File: config.mk
export PLATFORM = sky130hd
export DESIGN_NAME = led_sequencer
export DESIGN_NICKNAME = d
export VERILOG_FILES = /design/src/rtl/led_sequencer.sv
export SDC_FILE = /design/constraint.sdc
export NUM_CORES = 1
export LEC_CHECK = 0
export CAP_MARGIN = 15
export CELL_PAD_IN_SITES_DETAIL_PLACEMENT = 0
export CELL_PAD_IN_SITES_GLOBAL_PLACEMENT = 1
export CORE_UTILIZATION = 40
export CTS_BUF_LIST = sky130_fd_sc_hd__clkbuf_4 sky130_fd_sc_hd__clkbuf_8
export CTS_CLUSTER_SIZE = 10
export DETAILED_ROUTE_END_ITERATION = 7
export PLACE_DENSITY_LB_ADDON = 0.08
export SKIP_CTS_REPAIR_TIMING = 1
export SYNTH_ARGS = -nofsm -noshare
export SYNTH_HDL_FRONTEND = slang
export SYNTH_SLANG_ARGS = --single-unit
File: constraint.sdc
create_clock -name clk -period 4.65 [get_ports clk]
set_clock_uncertainty 0.15 [all_clocks]
set_input_delay 1.1625 -clock clk [delete_from_list [all_inputs] [get_ports clk]]
set_output_delay 1.1625 -clock clk [all_outputs]
set_load 0.02 [all_outputs]
File: src/rtl/led_sequencer.sv
// ---------------------------------------------------------------------------
// led_sequencer
//
// Memory-mapped LED pattern sequencer. A small register file selects one of
// four animation modes (static, rotate, bounce, blink) that advances an 8-bit
// LED pattern once every PERIOD clocks while running.
//
// Optional feature macro: LED_SEQUENCER_PWM_EN
//   When defined, adds an 8-bit duty register (written at address 3) and a
//   free-running 8-bit pwm counter that gate the LED drive for dimming.
//
// Parameters
//   DIV_W         width of the step divider and the PERIOD register
//   RESET_PERIOD  PERIOD value loaded by reset, in clocks
//
// Ports
//   clk         single clock, all logic on the rising edge
//   reset_n     synchronous active-low reset
//   address     register select (0 CTRL, 1 PATTERN, 2 PERIOD, 3 STATUS)
//   chipselect  slave select
//   write_n     active-low write strobe
//   writedata   write data
//   readdata    combinational read data of the selected register
//   out_port    LED drive
// ---------------------------------------------------------------------------
module led_sequencer #(
  parameter int DIV_W        = 24,
  parameter int RESET_PERIOD = 5000000
) (
  input  logic        clk,
  input  logic        reset_n,
  input  logic [1:0]  address,
  input  logic        chipselect,
  input  logic        write_n,
  input  logic [31:0] writedata,
  output logic [31:0] readdata,
  output logic [7:0]  out_port
);

  typedef enum logic {
    IDLE = 1'b0,
    RUN  = 1'b1
  } state_t;

  localparam logic [1:0] MODE_STATIC = 2'd0;
  localparam logic [1:0] MODE_ROTATE = 2'd1;
  localparam logic [1:0] MODE_BOUNCE = 2'd2;
  localparam logic [1:0] MODE_BLINK  = 2'd3;

  localparam logic [1:0] ADDR_CTRL    = 2'd0;
  localparam logic [1:0] ADDR_PATTERN = 2'd1;
  localparam logic [1:0] ADDR_PERIOD  = 2'd2;
  localparam logic [1:0] ADDR_STATUS  = 2'd3;

  state_t           state;
  logic [1:0]       mode;
  logic [7:0]       pattern;
  logic             dir;        // 0 = moving left, 1 = moving right
  logic [DIV_W-1:0] period;
  logic [DIV_W-1:0] count;

  logic             write_en;
  logic [DIV_W-1:0] period_m1;
  logic             step_due;
  logic [7:0]       step_pattern;
  logic             step_dir;
  logic [7:0]       duty_view;
  logic [7:0]       pwm_mask;
  logic             unused_writedata;

`ifdef LED_SEQUENCER_PWM_EN
  logic [7:0] duty;
  logic [7:0] pwm_cnt;
`endif

  assign write_en = chipselect & ~write_n;

  // A PERIOD of zero behaves as one, so the terminal count is clamped at 0.
  assign period_m1 = (period == '0) ? '0 : period - DIV_W'(1);

  // Using >= rather than == lets a PERIOD shrink below the running count
  // step and wrap on the very next cycle instead of counting past the end.
  assign step_due = (state == RUN) && (count >= period_m1);

  // Next pattern/direction if a step were to happen this cycle, under the
  // current mode. A zero pattern naturally stays zero under shifts/rotates.
  always_comb begin
    step_pattern = pattern;
    step_dir     = dir;
    case (mode)
      MODE_STATIC: step_pattern = pattern;
      MODE_ROTATE: step_pattern = {pattern[6:0], pattern[7]};
      MODE_BOUNCE: begin
        if (!dir) begin
          if (pattern[7]) begin
            step_dir     = 1'b1;
            step_pattern = pattern >> 1;
          end else begin
            step_pattern = pattern << 1;
          end
        end else begin
          if (pattern[0]) begin
            step_dir     = 1'b0;
            step_pattern = pattern << 1;
          end else begin
            step_pattern = pattern >> 1;
          end
        end
      end
      MODE_BLINK:  step_pattern = ~pattern;
      default:     step_pattern = pattern;
    endcase
  end

  // Register file, run/idle FSM, step divider and pattern state in one block.
  // Reset is checked first so it beats any write or step on the same edge;
  // register writes come after the divider logic so a PATTERN write landing
  // on a step cycle overrides the stepped value.
  always_ff @(posedge clk) begin
    if (!reset_n) begin
      state   <= IDLE;
      mode    <= MODE_STATIC;
      pattern <= 8'h01;
      dir     <= 1'b0;
      period  <= DIV_W'(RESET_PERIOD);
      count   <= '0;
`ifdef LED_SEQUENCER_PWM_EN
      duty    <= 8'hFF;
      pwm_cnt <= 8'h00;
`endif
    end else begin
      if (state == RUN) begin
        if (step_due) begin
          count   <= '0;
          pattern <= step_pattern;
          dir     <= step_dir;
        end else begin
          count   <= count + DIV_W'(1);
        end
      end else begin
        count <= '0;
      end

      if (write_en) begin
        case (address)
          ADDR_CTRL: begin
            state <= writedata[0] ? RUN : IDLE;
            mode  <= writedata[2:1];
            // Only a write that keeps an already running sequencer running
            // preserves the count; entering RUN always starts from zero.
            if (!(state == RUN && writedata[0])) begin
              count <= '0;
            end
          end
          ADDR_PATTERN: begin
            pattern <= writedata[7:0];
            dir     <= 1'b0;
            count   <= '0;
          end
          ADDR_PERIOD: begin
            period <= writedata[DIV_W-1:0];
          end
          ADDR_STATUS: begin
`ifdef LED_SEQUENCER_PWM_EN
            duty <= writedata[7:0];
`endif
          end
          default: ;
        endcase
      end

`ifdef LED_SEQUENCER_PWM_EN
      pwm_cnt <= pwm_cnt + 8'd1;
`endif
    end
  end

  // Duty as seen by STATUS and the gating mask applied to the LED drive.
  // Duty 0xFF is forced fully on, since pwm_cnt < 0xFF misses one slot.
`ifdef LED_SEQUENCER_PWM_EN
  assign duty_view = duty;
  assign pwm_mask  = {8{(pwm_cnt < duty) || (duty == 8'hFF)}};
`else
  assign duty_view = 8'h00;
  assign pwm_mask  = 8'hFF;
`endif

  assign out_port = pattern & pwm_mask;

  // Combinational read mux; bits not backed by a register read as zero.
  always_comb begin
    readdata = 32'h0;
    case (address)
      ADDR_CTRL:    readdata = {29'h0, mode, (state == RUN)};
      ADDR_PATTERN: readdata = {24'h0, pattern};
      ADDR_PERIOD:  readdata = 32'(period);
      ADDR_STATUS:  readdata = {8'h00, duty_view, 7'h00, dir, pattern};
      default:      readdata = 32'h0;
    endcase
  end

  // Not every writedata bit lands in a register.
  assign unused_writedata = ^writedata;

endmodule

==> flow_metrics.tcl, run 1 <==
set metrics [dict create \
    drive_above_1_share_pct 6.08 \
    clk_transition_reported_paths_ns 0.07 \
    placedInstanceArea_um2 4800 \
    portBuffers 61 \
    final_common_cell "nand2_1" \
    fmax_ghz 0.236 \
    worstSkewPairLatency_ns 0.35 \
    leakagePower_nw 1.90 \
    r2r_start "period[4]" \
    cp_cell_sequence "clkdlybuf4s50_1, buf_4, nor2b_1, buf_4, and2_1, clkdlybuf4s50_1" \
    setup_viol 0 \
    wl_um 10400 \
    drc 0 \
    numCtsBuffers 9 \
    reg2reg_slack_ns 0.55 \
    start_util_pct 41.7 \
    hpwlAfterDp_um 7810 \
    syn_area_per_cell_um2 7.68 \
    mostFrequentLayoutCells "nand2_1 (110), clkdlybuf4s50_1 (61), dfxtp_1 (60), nor2_1 (46), o21ai_0 (28)" \
    status "complete, no violations" \
    n_antenna_cell 0 \
    die_h_um 103 \
    reg2reg_to "count[10]" \
    nets 652 \
    grt_pass1_vias 3469 \
    grt.overflow.total 0 \
    startpoint_type "input port" \
    placedCellCount 709 \
    synth.cell_area_um2 4120 \
    relSlewSlack_pct 34.6 \
    crit_family "buffers and inverters" \
    critical_path_class "input port to primary output" \
    cap_violations 0 \
    clockBufferDepth 2 \
    ys_seq_elements 60 \
    min_from "period[23]" \
    ios 78 \
    layout.cells.non_filler 725 \
    worstHoldPathCells 2 \
    grt_pass1_wl_um 17000 \
    die_area_um2 10700 \
    synth_edf_count 0 \
    min_period_ns 4.23 \
    design_area_um2 4990 \
    syn_inst 536 \
    utilization_pct 50.6 \
    routedWlPerCell_um 14.3 \
    ys_types 56 \
    cts_sinks 60 \
    grt_max_degree 33 \
    drtIter0Drc 187 \
    synth_warnings 0 \
    end_kind "primary output" \
    ir_drop_mv 0.135 \
    tns_ns 0 \
    finalCritPeriodShare_pct 91.0 \
    core_um2 9860 \
    dieWidth_um 103 \
    ys_seq_area_share_pct 29.2 \
    worst_pin_slew_ns 0.978 \
    ant_nets 0 \
    vias_per_cell 5.16 \
    fin_hold_ws_ns 0.356 \
    area_delta_synth_final_pct 21.3 \
    synthArstFlopShare_pct 0 \
    holdPathEnd "period[23]" \
    power_density_nw_per_um2 230 \
    gp_congestion 0.810 \
    slowest_stage "clkdlybuf4s50_1" \
    hold_viol 0 \
    rr_worst_depth 15 \
    cts_max_level 3 \
    rsz0062_at_grt "false" \
    drt_pass1_iterations 4 \
    critPathBufInv 4 \
    rows 36 \
    slew_violations 0 \
    synth_flop_cell "dfxtp_1" \
    critPathArrivalTime_ns 2.92 \
    vias 3741 \
    cts_tree "built" \
    nFillCells 974 \
    track_usage_pct 20.6 \
    required_ns 3.34 \
    slowest_delay_ns 0.61 \
    antenna_found_initial 0 \
    root_buffer "clkbuf_8" \
    hp-class "register to register" \
    cp_max_fo 17 \
]
through the flow:
stage / setup slack [ns] / total power [W]
final: 0.418 / 0.00115
after global routing: 0.129 / 0.00120
after CTS: 0.366 / 0.00116
after detailed placement: 0.383 / 0.000684
after global placement: 0.415 / 0.000683
after floorplan: 0.828 / 0.000626
power by group:
part | internal [W] | leakage [nW] | switching [W] | total (W)
sequential | 0.000521 | 0.485 | 0.0000151 | 0.000536
clock | 0.000244 | 0.0910 | 0.000230 | 0.000474
combinational | 0.0000670 | 1.32 | 0.0000697 | 0.000137
state kept, by name, indices dropped and copies added, names as in the netlist:
name	count
dir	1
count	24
out_port	8
mode	2
state	1
period	24
layer usage:
layer  wire [um]  GRT usage, %  up-vias
li1            -             -     1945
met4         102          5.20        0
met3         377          4.91        9
met2        4530          30.6       77
met1        5380          29.7     1710
met5           0             0        -
area by class of cell:
type	instances	area [um^2]	share of cell area (%)
Multi-Input combinational cell	443	2760	55.2
Sequential cell	60	1200	24.1
Timing Repair Buffer	67	656	13.1
Tap cell	133	166	3.33
Clock buffer	9	124	2.48
Clock inverter	7	67.6	1.35
Inverter	6	22.5	0.451
Yosys cell counts, types with 2 or more instances:
| cell type | n | area [um^2] |
|---|---|---|
| a32o_1 | 5 | 50.1 |
| nand2_1 | 110 | 413 |
| or4_4 | 2 | 22.5 |
| nand4_1 | 6 | 37.5 |
| a22o_1 | 5 | 43.8 |
| a22oi_1 | 3 | 22.5 |
| buf_4 | 8 | 60.1 |
| o21a_1 | 3 | 22.5 |
| nor4_1 | 4 | 25.0 |
| o21bai_1 | 4 | 30.0 |
| mux2i_1 | 12 | 120 |
| nor3_1 | 8 | 40.0 |
| clkbuf_1 | 19 | 71.3 |
| ha_1 | 27 | 338 |
| nand3_1 | 21 | 105 |
| nor3_2 | 3 | 30.0 |
| dfxtp_1 | 60 | 1200 |
| inv_1 | 6 | 22.5 |
| nand3b_1 | 8 | 60.1 |
| xnor2_1 | 9 | 78.8 |
| buf_2 | 4 | 20.0 |
| o21ai_0 | 28 | 140 |
| a31oi_1 | 2 | 12.5 |
| nor2_1 | 46 | 173 |
| o21ai_1 | 2 | 10.0 |
| and4_1 | 3 | 26.3 |
| or3_4 | 2 | 22.5 |
| a21oi_1 | 20 | 100 |
| nor4_4 | 2 | 42.5 |
| nand2b_1 | 5 | 31.3 |
| nor2b_1 | 9 | 56.3 |
| and3_1 | 5 | 31.3 |
| and2_1 | 18 | 113 |
| a21boi_0 | 16 | 120 |
| o22ai_1 | 2 | 12.5 |
| xor2_1 | 27 | 236 |
| buf_1 | 2 | 7.51 |
| o311a_1 | 2 | 20.0 |
kinds of logic (layout without fill, tap and decap cells):
kind of cell,Yosys count,count (layout),share of synthesized area (%)
simple gates,262,262,31.8
buf+inv,40,89,4.68
mux,12,12,2.92
compound gates,98,98,15.5
fa+ha+maj,27,27,8.20
xor+xnor,36,36,7.66
other cells,1,8,0.0911
flops,60,60,29.2
tightest hold or removal path: cells and delay by family (launching register included):
| kind | cells | cell delay, ns |
|---|---|---|
| flip-flops | 1 | 0.34 |
| AO/OA/AOI/OAI | 1 | 0.06 |
| AND/OR/NAND/NOR | 1 | 0.06 |
worst max path at each step:
stage | from | to | slack (ns) | cells after the start
after floorplan | period[4] | out_port[6] | 0.83 | 14
final | address[1] | readdata[11] | 0.42 | 6
after detailed placement | period[12] | count[10] | 0.38 | 14
after global routing | period[20] | count[2] | 0.13 | 15
after CTS | period[12] | count[4] | 0.37 | 14
after global placement | address[1] | readdata[11] | 0.41 | 6
No activity file was read; power rests on OpenSTA's default activity.
==> run 2: changes to the inputs <==
Settings changed: GPL_TIMING_DRIVEN from default to 0, PLACE_DENSITY from default to 0.88, PLACE_DENSITY_LB_ADDON 0.08 to default, SKIP_LAST_GASP from default to 1.
==> run 2 against run 1 <==
Against the previous run: non-clock buffer count grew 32; via count grew 4.3%; sequential share of layout area shrank 0.76 points; fmax shrank 4.8%; worst hold slack lost 0.0052 ns; critical path depth is the same; sequential power is essentially flat; total power grew 0.93%.
==> flow_metrics.tcl, run 2 (synthesis results as in run 1) <==
set metrics [dict create \
    status "complete, no violations" \
    grt_pass1_vias 3613 \
    core_um2 9860 \
    drc 0 \
    relSlewSlack_pct 57.0 \
    rr_worst_depth 15 \
    die_area_um2 10700 \
    mostFrequentLayoutCells "nand2_1 (110), clkdlybuf4s50_1 (61), dfxtp_1 (60), nor2_1 (46), o21ai_0 (28)" \
    cp_max_fo 10 \
    grt_max_degree 11 \
    layout.cells.non_filler 755 \
    hp-class "register to register" \
    cp_cell_sequence "clkdlybuf4s50_1, clkbuf_2, clkbuf_2, nand2_1, o21ai_0, clkdlybuf4s50_1" \
    placedCellCount 737 \
    cts_sinks 60 \
    required_ns 3.34 \
    crit_family "buffers and inverters" \
    cts_max_level 3 \
    worst_pin_slew_ns 0.640 \
    drt_pass1_iterations 4 \
    slowest_delay_ns 0.66 \
    fin_hold_ws_ns 0.351 \
    reg2reg_slack_ns 0.37 \
    finalCritPeriodShare_pct 95.6 \
    worstSkewPairLatency_ns 0.35 \
    track_usage_pct 21.0 \
    vias 3903 \
    power_density_nw_per_um2 225 \
    dieWidth_um 103 \
    min_period_ns 4.44 \
    leakagePower_nw 1.99 \
    end_kind "primary output" \
    die_h_um 103 \
    grt.overflow.total 0 \
    ant_nets 0 \
    root_buffer "clkbuf_8" \
    cap_violations 0 \
    slew_violations 0 \
    clk_transition_reported_paths_ns 0.05 \
    crit_cells 6 \
    ios 78 \
    rows 36 \
    nets 684 \
    area_delta_synth_final_pct 25.3 \
    final_common_cell "nand2_1" \
    wl_um 10800 \
    hold_viol 0 \
    grt_pass1_wl_um 17100 \
    startpoint_type "input port" \
    vias_per_cell 5.17 \
    slowest_stage "clkdlybuf4s50_1" \
    fmax_ghz 0.225 \
    tns_ns 0 \
    portBuffers 61 \
    routedWlPerCell_um 14.3 \
    cts_tree "built" \
    hpwlAfterDp_um 8250 \
    start_util_pct 41.7 \
    finalWorstSetupSlack_ns 0.205 \
    drive_above_1_share_pct 7.88 \
    numCtsBuffers 9 \
    n_antenna_cell 0 \
    ir_drop_mv 0.151 \
    pre_cts_ws_ns -0.0410 \
    antenna_found_initial 0 \
    drtIter0Drc 154 \
    critPathArrivalTime_ns 3.13 \
    setup_viol 0 \
    gp_congestion 0.867 \
    rsz0062_at_grt "false" \
    utilization_pct 52.3 \
    critPathBufInv 4 \
    worstHoldPathCells 1 \
    critical_path_class "input port to primary output" \
    clockBufferDepth 2 \
]
## run 2: changes by cell type in the layout (fill, tap and decap cells not counted)
cell and change:
clkinv_2 -2, nor2b_2 +1, clkbuf_4 +1, buf_1 +1
clkinvlp_4 -3, buf_6 +1, buf_4 +6, clkbuf_1 +17
buf_2 +4, clkbuf_8 +2, clkbuf_2 +3, nor2b_1 -1
## run 2: power by group
group          switching [W]  internal, W
combinational      0.0000763    0.0000725
clock               0.000200     0.000276
sequential         0.0000115     0.000522
## run 2: per-stage QoR
stage / power, W / instance area, um^2
2_1_floorplan: 0.000626 / 4140
3_3_place_gp: 0.000689 / 4920
3_5_place_dp: 0.000691 / 4920
4_1_cts: 0.00117 / 5110
5_1_grt: 0.00121 / 5160
6_report: 0.00116 / 5160
## run 2: path summary, 6_finish.rpt
check              from          end
max reg2reg   period[4]  out_port[6]
min reg2reg    count[0]     count[0]
min            count[0]     count[0]
max          address[0]  readdata[0]
## run 2: per-layer routing
layer  vias up  part of all wire [%]  track usage, %
met3        21                   4.2            4.57
met4         0                   2.0            8.45
met5         -                     0               0
met1      1792                    48            27.7
li1       2003                     -               -
met2        87                    46            33.4
## run 2: area by class of cell
| cell class | instances | area [um^2] |
|---|---|---|
| fill | 919 | 4710 |
| sequential | 60 | 1200 |
| buffer | 34 | 174 |
| timing repair buffer | 65 | 641 |
| inverter | 6 | 22.5 |
| clock inverter | 2 | 35.0 |
| multi-input combinational | 443 | 2760 |
| clock buffer | 12 | 159 |
| tap | 133 | 166 |
==> run 3: changes to the inputs <==
Settings changed: CORE_ASPECT_RATIO from default to 1.2.
==> run 3 against run 2 <==
Against the previous run: global-route usage rose by 0.70 points; combinational power about the same; sequential share of layout area shrank 0.22 points; core utilization decreased by 0.26 points; worst setup slack got worse by 0.068 ns; total power is 11% higher; cell count shrank 0.66%.
==> flow_metrics.tcl, run 3 (synthesis results as in run 1) <==
set metrics [dict create \
    routedWlPerCell_um 14.5 \
    clk_transition_reported_paths_ns 0.06 \
    status "complete, no violations" \
    nets 684 \
    power_frac_clock_pct 47.0 \
    critical_path_class "input port to primary output" \
    min_period_ns 4.51 \
    critPathArrivalTime_ns 3.20 \
    grt_pass1_vias 3787 \
    cp_max_fo 10 \
    start_util_pct 41.1 \
    cts_tree "built" \
    finalCritPeriodShare_pct 97.1 \
    grt.overflow.total 0 \
    startpoint_type "input port" \
    slew_violations 0 \
    n_antenna_cell 0 \
    die_h_um 113 \
    hpwlAfterDp_um 8570 \
    core_um2 10000 \
    cts_sinks 60 \
    leakagePower_nw 2.02 \
    grt_max_degree 11 \
    drtIter0Drc 188 \
    drt_pass1_iterations 4 \
    swShare_pct 23.4 \
    mostFrequentLayoutCells "nand2_1 (110), clkdlybuf4s50_1 (61), dfxtp_1 (60), nor2_1 (46), o21ai_0 (28)" \
    vias 3889 \
    fin_hold_ws_ns 0.363 \
    relSlewSlack_pct 56.5 \
    ios 78 \
    root_buffer "clkbuf_8" \
    rsz0062_at_grt "false" \
    track_usage_pct 21.7 \
    hold_viol 0 \
    power_density_nw_per_um2 247 \
    area_delta_synth_final_pct 26.5 \
    cts_max_level 3 \
    required_ns 3.34 \
    rows 40 \
    crit_family "buffers and inverters" \
    slowest_stage "clkdlybuf4s50_1" \
    comb_power_share_pct 11.5 \
    grt_pass1_wl_um 18000 \
    worstSkewPairLatency_ns 0.35 \
    critPathBufInv 4 \
    worst_pin_slew_ns 0.648 \
    final_common_cell "nand2_1" \
    fmax_ghz 0.222 \
    end_kind "primary output" \
    tns_ns 0 \
    hp-class "register to register" \
    vias_per_cell 5.19 \
    drc 0 \
    dieWidth_um 94.6 \
    numCtsBuffers 9 \
    portBuffers 61 \
    p_seq_share_pct 41.5 \
    slowest_delay_ns 0.67 \
    wl_um 10900 \
    ant_nets 0 \
    internal_power_w 0.000984 \
    clockBufferDepth 2 \
    critical_path.most_common_cell "clkdlybuf4s50_1" \
    die_area_um2 10700 \
    gp_congestion 0.957 \
    ir_drop_mv 0.130 \
    setup_viol 0 \
    power_w 0.00129 \
    antenna_found_initial 0 \
    drive_above_1_share_pct 8.01 \
    p_switching_w 0.000301 \
    cp_cell_sequence "clkdlybuf4s50_1, clkbuf_2, buf_1, nand2_1, o21ai_0, clkdlybuf4s50_1" \
    cap_violations 0 \
]
## run 3: area by class of cell
class / count / area, um^2
Inverter: 6 / 22.5
Sequential cell: 60 / 1200
Clock buffer: 12 / 159
Timing Repair Buffer: 65 / 641
Fill cell: 1000 / 4800
Tap cell: 126 / 158
Multi-Input combinational cell: 443 / 2760
Buffer: 34 / 173
Clock inverter: 4 / 95.1
## run 3: per-stage QoR
step                cell area [um^2]  util, %  cells  worst slack [ns]
global placement                4910     49.1    730            0.0767
floorplan                       4140        -    543             0.828
global route                    5210     52.0    750            0.0126
CTS                             5170     51.6    746            0.0452
finish                          5210     52.0    750             0.137
detailed placement              4910     49.1    730            0.0652
## run 3: power groups by stage
stage | registers, W | clock network [W] | logic, W
global route | 0.000535 | 0.000637 | 0.000162
finish | 0.000534 | 0.000604 | 0.000148
CTS | 0.000534 | 0.000611 | 0.000147
detailed placement | 0.000545 | 0 | 0.000146
global placement | 0.000545 | 0 | 0.000144
floorplan | 0.000543 | 0 | 0.0000834
## run 3: tightest hold or removal path, delay by kind of cell, from the launching register on
kind | cells | cell delay, ns
compound gates | 1 | 0.07
flops | 1 | 0.34
simple gates | 1 | 0.06
## run 3: path summary, 6_finish.rpt
path / start / to / slack (ns) / cells after the start
worst max-delay path: address[0] / readdata[7] / 0.14 / 6
worst min-delay path: period[3] / period[3] / 0.36 / 2
worst max register to register: period[4] / out_port[6] / 0.42 / 14
worst min register to register: period[3] / period[3] / 0.36 / 2
## run 3: metal layers
metal / vias to the layer above / global-route usage (%) / share of wire, %
met5: - / 0 / 0
met2: 80 / 36.7 / 50
met1: 1786 / 26.4 / 44
met4: 0 / 11.5 / 3.2
li1: 2000 / - / -
met3: 23 / 3.02 / 3.1
